<file path="src/rtl/sha256_pkg.sv">
// rtl/sha256_pkg.sv - SHA-256 constants, round functions and core FSM types
package sha256_pkg;

  typedef enum logic [2:0] {S_IDLE, S_LOAD, S_RUN, S_FINAL, S_DONE} state_t;

  // Packed with a in the MSBs so the struct lines up with H0 at [255:224]
  typedef struct packed {
    logic [31:0] a, b, c, d, e, f, g, h;
  } sha_state_t;

  localparam logic [255:0] IV = {32'h6a09e667, 32'hbb67ae85, 32'h3c6ef372, 32'ha54ff53a,
                                 32'h510e527f, 32'h9b05688c, 32'h1f83d9ab, 32'h5be0cd19};

  localparam logic [31:0] K [64] = '{
    32'h428a2f98, 32'h71374491, 32'hb5c0fbcf, 32'he9b5dba5, 32'h3956c25b, 32'h59f111f1, 32'h923f82a4, 32'hab1c5ed5,
    32'hd807aa98, 32'h12835b01, 32'h243185be, 32'h550c7dc3, 32'h72be5d74, 32'h80deb1fe, 32'h9bdc06a7, 32'hc19bf174,
    32'he49b69c1, 32'hefbe4786, 32'h0fc19dc6, 32'h240ca1cc, 32'h2de92c6f, 32'h4a7484aa, 32'h5cb0a9dc, 32'h76f988da,
    32'h983e5152, 32'ha831c66d, 32'hb00327c8, 32'hbf597fc7, 32'hc6e00bf3, 32'hd5a79147, 32'h06ca6351, 32'h14292967,
    32'h27b70a85, 32'h2e1b2138, 32'h4d2c6dfc, 32'h53380d13, 32'h650a7354, 32'h766a0abb, 32'h81c2c92e, 32'h92722c85,
    32'ha2bfe8a1, 32'ha81a664b, 32'hc24b8b70, 32'hc76c51a3, 32'hd192e819, 32'hd6990624, 32'hf40e3585, 32'h106aa070,
    32'h19a4c116, 32'h1e376c08, 32'h2748774c, 32'h34b0bcb5, 32'h391c0cb3, 32'h4ed8aa4a, 32'h5b9cca4f, 32'h682e6ff3,
    32'h748f82ee, 32'h78a5636f, 32'h84c87814, 32'h8cc70208, 32'h90befffa, 32'ha4506ceb, 32'hbef9a3f7, 32'hc67178f2
  };

  function automatic logic [31:0] rotr(input logic [31:0] x, input int n);
    return (x >> n) | (x << (32 - n));
  endfunction

  function automatic logic [31:0] big_sigma0(input logic [31:0] x);
    return rotr(x, 2) ^ rotr(x, 13) ^ rotr(x, 22);
  endfunction

  function automatic logic [31:0] big_sigma1(input logic [31:0] x);
    return rotr(x, 6) ^ rotr(x, 11) ^ rotr(x, 25);
  endfunction

  function automatic logic [31:0] small_sigma0(input logic [31:0] x);
    return rotr(x, 7) ^ rotr(x, 18) ^ (x >> 3);
  endfunction

  function automatic logic [31:0] small_sigma1(input logic [31:0] x);
    return rotr(x, 17) ^ rotr(x, 19) ^ (x >> 10);
  endfunction

  function automatic logic [31:0] ch(input logic [31:0] e, input logic [31:0] f, input logic [31:0] g);
    return (e & f) ^ (~e & g);
  endfunction

  function automatic logic [31:0] maj(input logic [31:0] a, input logic [31:0] b, input logic [31:0] c);
    return (a & b) ^ (a & c) ^ (b & c);
  endfunction

  function automatic logic [255:0] add_words(input logic [255:0] x, input logic [255:0] y);
    logic [255:0] r;
    for (int j = 0; j < 8; j++) r[32*j +: 32] = x[32*j +: 32] + y[32*j +: 32];
    return r;
  endfunction

endpackage

</file>
<file path="src/rtl/sha256_round.sv">
// rtl/sha256_round.sv - one combinational SHA-256 compression round
module sha256_round
  import sha256_pkg::*;
(
  input  sha_state_t  state_in,
  input  logic [31:0] w,
  input  logic [31:0] k,
  output sha_state_t  state_out
);

  logic [31:0] t1, t2;

  always_comb begin
    t1 = state_in.h + big_sigma1(state_in.e) + ch(state_in.e, state_in.f, state_in.g) + k + w;
    t2 = big_sigma0(state_in.a) + maj(state_in.a, state_in.b, state_in.c);
    state_out.a = t1 + t2;
    state_out.b = state_in.a;
    state_out.c = state_in.b;
    state_out.d = state_in.c;
    state_out.e = state_in.d + t1;
    state_out.f = state_in.e;
    state_out.g = state_in.f;
    state_out.h = state_in.g;
  end

endmodule

</file>
<file path="src/rtl/sha256_unrolled_core.sv">
// rtl/sha256_unrolled_core.sv - SHA-256 compression core, RPC rounds per clock
module sha256_unrolled_core
  import sha256_pkg::*;
#(
  parameter int RPC      = 1,
  parameter bit FEED_FWD = 1
) (
  input  logic         CLK,
  input  logic         RST,
  input  logic         in_valid,
  output logic         in_ready,
  input  logic [511:0] block_in,
  input  logic [255:0] digest_in,
  input  logic         abort,
  output logic         out_valid,
  input  logic         out_ready,
  output logic [255:0] digest_out,
  output logic         busy
);

  localparam int NCYC = 64 / RPC;
  localparam int CW   = (NCYC > 1) ? $clog2(NCYC) : 1;

  if (!(RPC == 1 || RPC == 2 || RPC == 4 || RPC == 8)) begin : g_bad_rpc
    $error("sha256_unrolled_core: RPC must be 1, 2, 4 or 8");
  end

  state_t            state_q;
  logic [CW-1:0]     cnt_q;
  logic [31:0]       win_q [16];
  sha_state_t        hin_q, st_q, st_nxt;
  logic [255:0]      dout_q;
  logic              ov_q, ir_q, busy_q;
  logic [31:0]       ext [16+RPC];

  // Window extended by RPC words; ext[i] is W for sub-round i this cycle
  always_comb begin
    for (int k = 0; k < 16; k++) ext[k] = win_q[k];
    for (int j = 0; j < RPC; j++)
      ext[16+j] = small_sigma1(ext[14+j]) + ext[9+j] + small_sigma0(ext[1+j]) + ext[j];
  end

  for (genvar i = 0; i < RPC; i++) begin : g_rnd
    sha_state_t si, so;
    logic [5:0] kidx;
    if (i == 0) begin : g_first
      assign si = st_q;
    end else begin : g_chain
      assign si = g_rnd[i-1].so;
    end
    assign kidx = 6'(int'(cnt_q) * RPC + i);
    sha256_round u_round (.state_in(si), .w(ext[i]), .k(K[kidx]), .state_out(so));
  end

  assign st_nxt = g_rnd[RPC-1].so;

  always_ff @(posedge CLK or negedge RST) begin
    if (!RST) begin
      state_q <= S_IDLE;
      cnt_q   <= '0;
      for (int k = 0; k < 16; k++) win_q[k] <= '0;
      hin_q   <= '0;
      st_q    <= '0;
      dout_q  <= '0;
      ov_q    <= 1'b0;
      ir_q    <= 1'b1;
      busy_q  <= 1'b0;
    end else if (abort) begin
      state_q <= S_IDLE;
      ov_q    <= 1'b0;
      ir_q    <= 1'b1;
      busy_q  <= 1'b0;
    end else begin
      case (state_q)
        S_IDLE: if (in_valid) begin
          for (int k = 0; k < 16; k++) win_q[k] <= block_in[511-32*k -: 32];
          hin_q   <= digest_in;
          ir_q    <= 1'b0;
          busy_q  <= 1'b1;
          state_q <= S_LOAD;
        end
        S_LOAD: begin
          st_q    <= hin_q;
          cnt_q   <= '0;
          state_q <= S_RUN;
        end
        S_RUN: begin
          st_q <= st_nxt;
          for (int k = 0; k < 16; k++) win_q[k] <= ext[k+RPC];
          // Counter parks on its last value; only LOAD restarts it
          if (cnt_q == CW'(NCYC - 1)) state_q <= S_FINAL;
          else                        cnt_q   <= cnt_q + 1'b1;
        end
        S_FINAL: begin
          dout_q  <= FEED_FWD ? add_words(st_q, hin_q) : st_q;
          ov_q    <= 1'b1;
          busy_q  <= 1'b0;
          state_q <= S_DONE;
        end
        S_DONE: if (out_ready) begin
          ov_q    <= 1'b0;
          ir_q    <= 1'b1;
          state_q <= S_IDLE;
        end
        default: state_q <= S_IDLE;
      endcase
    end
  end

  assign in_ready   = ir_q;
  assign out_valid  = ov_q;
  assign digest_out = dout_q;
  assign busy       = busy_q;

endmodule

</file>
<file path="config.mk">
export PLATFORM = sky130hd
export DESIGN_NAME = sha256_unrolled_core
export DESIGN_NICKNAME = d
export VERILOG_FILES = /design/src/rtl/sha256_pkg.sv /design/src/rtl/sha256_round.sv /design/src/rtl/sha256_unrolled_core.sv
export SDC_FILE = /design/constraint.sdc
export NUM_CORES = 2
export LEC_CHECK = 0
export CORE_AREA = 2 2 400 402
export CTS_CLUSTER_DIAMETER = 150
export DETAILED_ROUTE_END_ITERATION = 8
export DIE_AREA = 0 0 402 404
export GPL_TIMING_DRIVEN = 0
export HOLD_SLACK_MARGIN = 0.05
export MAX_ROUTING_LAYER = met4
export PLACE_DENSITY = 0.85
export SLEW_MARGIN = 20
export SYNTH_ARGS = -nofsm -noshare
export SYNTH_HDL_FRONTEND = slang
export SYNTH_SLANG_ARGS = --single-unit
</file>
<file path="constraint.sdc">
create_clock -name CLK -period 22.1 [get_ports CLK]
set_input_delay 4.42 -clock CLK [delete_from_list [all_inputs] [get_ports CLK]]
set_output_delay 4.42 -clock CLK [all_outputs]
set_load 0.05 [all_outputs]
</file>
==> results.toml <==
[yosys]
yosysMostFrequentCell = "nand2_1"
seq_area_frac_synth_pct = 39.9
syn-cell-area_um2 = 81000
syn-num-nets = 10700
yosys_most_used_dff = "dfrtp_1"
yosys-top-cells-count = "nand2_1, dfrtp_1, nor2_1, a31oi_1, clkbuf_1"
yosys_warnings = 0
async_reset_ff_share_pct = 100
synthTopCellsByArea = "dfrtp_1, nand2_1, ha_1"
synth_top_cell_area_share_pct = 39.9
syn_inst = 9294
synth_edf_count = 0
synth-seq-cells = 1292
yosys.area.top_type = "dfrtp_1"
avgSynthCellArea_um2 = 8.71
synth.distinct_cells = 90

[drt]
dr.pass1.iters = 9
ant_nets = 0
routedWlPerCell_um = 30.4
drc = 0
viasPerCell = 6.28
routed_wl_um = 387000
drt_iter0_markers = 10200
via_count = 79900

[finish]
nets = 11900
fin_cells = 12700
layout-area-overhead-vs-synth_pct = 22.7
drive_gt1_share_pct = 5.68

[clock_network]
cts_sinks = 1292
h-tree-depth = 4
post_cts_buffers = 0
clockBufferDepth = 3
cts_buffers = 144
cts_root_buf = "clkbuf_16"
clk_pin_slew_ns = 0.06
cts_resized = 0
cts_tree = "done"
hold_buffers = 0
clkLatencyLatePin_ns = 0.83

[floorplan]
fp-row-count = 146
fp.dieArea_um2 = 162000
die_h_um = 404
start_util_pct = 51.3
ios = 1032
core-area_um2 = 158000
fp.dieW_um = 402

[timing]
slew_headroom_pct = 16.3
setup_viol = 0
post-route-period-util_pct = 48.2
finalSetupTns_ns = 0
finClkSkew_ns = 0.0377
rsz0062_at_grt = "false"
max_freq_mhz = 93.9
final_hold_viol_count = 0
period_needed_ns = 10.65
tightestPinTransition_ns = 1.25
maxSlewViolCount = 0

[setup_path]
cp-end-kind = "flop"
critPathMostFrequentCell = "ha_1"
max_stage_delay_ns = 0.81
cp-start-kind = "flop"
crit_buf_inv = 6
reg2reg_depth = 34
reg2reg_setup_slack_ns = 11.45
crit-reg2reg-launch = "cnt_q[0]"
crit_family = "compound AO/OA/AOI/OAI gates"
cp.arrival_ns = 11.32
critical_path.max_fanout = 13
required_ns = 22.78
crit_path_top_delay_cell = "xnor2_1"
rr_endpoint = "g_rnd[0].si[255]"
critPathKind = "reg -> reg"

[grt]
grt_usage_pct = 48.3
grt_pass1_vias = 77500
antenna_found_initial = 47
grt-ovfl-total = 0
grt_pass1_wl_um = 546000
grt_max_degree = 157

[place]
place_inst = 12400
gp_congestion = 1.09
post-dp-hpwl_um = 315000
port_buffers = 1031

[status]
status = "finished clean"

[min_path]
hold_start = "digest_out[209]"
hp-class = "reg -> reg"
min_to = "digest_out[209]"
hold-path-cell-count = 2

[run]
drv_cap = 0
-- per-stage QoR --
stage / worst slack (ns) / area, µm² / utilization, % / hold WS, ns
global placement: -40.82 / 93900 / 59.5 / 0.455
finish: 11.45 / 99300 / 62.9 / 0.475
global route: 11.12 / 99300 / 62.9 / 0.500
floorplan: 14.55 / 81000 / - / 0.449
detailed placement: 11.75 / 94300 / 59.7 / 0.462
CTS: 11.76 / 99200 / 62.9 / 0.475
-- cell families (layout without fill, tap and decap cells) --
family | count (synthesis) | after routing | share of synthesized area [%]
AND/OR/NAND/NOR | 3190 | 3190 | 15.9
adder cells (fa/ha/maj) | 616 | 616 | 11.3
buffers and inverters | 1025 | 2330 | 4.75
XOR/XNOR | 578 | 578 | 6.25
other | 0 | 47 | 0
multiplexers | 310 | 310 | 4.36
AO/OA/AOI/OAI | 2283 | 2283 | 17.6
flip-flops | 1292 | 1292 | 39.9
-- cell type report --
cell class / count / area, µm²
fillers: 13200 / 58500
multi-input cells: 6977 / 44800
flip-flops and latches: 1292 / 32300
repair buffers: 1047 / 10700
clock buffers: 206 / 4180
well taps: 2072 / 2590
plain buffers: 603 / 2290
inverters: 422 / 1580
clock inverters: 52 / 739
diodes: 47 / 118
-- routing by layer --
metal / global-route usage, % / share of wire, % / up-vias
met5: - / 0 / -
met4: 39.9 / 10 / 0
met3: 11.3 / 10 / 1381
met2: 71.5 / 44 / 5276
met1: 56.0 / 36 / 38900
li1: - / - / 34300
-- worst register-to-register path, delay by kind of cell (launching register included) --
family,cells,cell delay [ns]
compound gates,14,3.20
xor+xnor,2,0.98
fa+ha+maj,6,2.75
buf+inv,6,2.04
flops,1,0.48
simple gates,6,1.08
-- cells in the final DEF (no fill, tap or decap), types with 63 or more instances in the layout --
cell             synthesis  layout
nor2_1                 922     921
nand3_1                 74      74
nand2_1               1865    1865
inv_1                  418     418
clkbuf_16                0     145
mux2_2                 289     289
a211oi_1                64      63
a21o_1                 168     168
a31oi_1                730     730
clkbuf_1               577     585
xor2_1                 244     244
clkdlybuf4s50_1          0    1030
o21ai_0                498     497
ha_1                   399     399
xnor2_1                334     333
fa_1                   195     195
a21oi_1                353     353
nor3_1                  87      85
dfrtp_1               1291    1291
-- flip-flops by register name, summed over array words and instances, names as in the netlist --
name / flops
busy: 1
cnt_q: 6
digest_out: 256
ext: 512
g_rnd.si: 256
hin_q: 256
in_ready: 1
out_valid: 1
state_q: 3
-- how the worst max path moves through the flow --
stage / startpoint / depth (start not counted) / slack (ns) / end
5_1_grt: cnt_q[3] / 33 / 11.12 / g_rnd[0].si[255]
2_1_floorplan: cnt_q[2] / 35 / 14.55 / g_rnd[0].si[254]
3_5_place_dp: cnt_q[0] / 34 / 11.75 / g_rnd[0].si[255]
6_report: cnt_q[0] / 34 / 11.45 / g_rnd[0].si[255]
3_3_place_gp: RST / 1 / -40.82 / ext[159]
4_1_cts: cnt_q[0] / 34 / 11.76 / g_rnd[0].si[255]
Power is not shown: default switching activity piles up to over one toggle a cycle in this logic, so the estimate is an artifact.
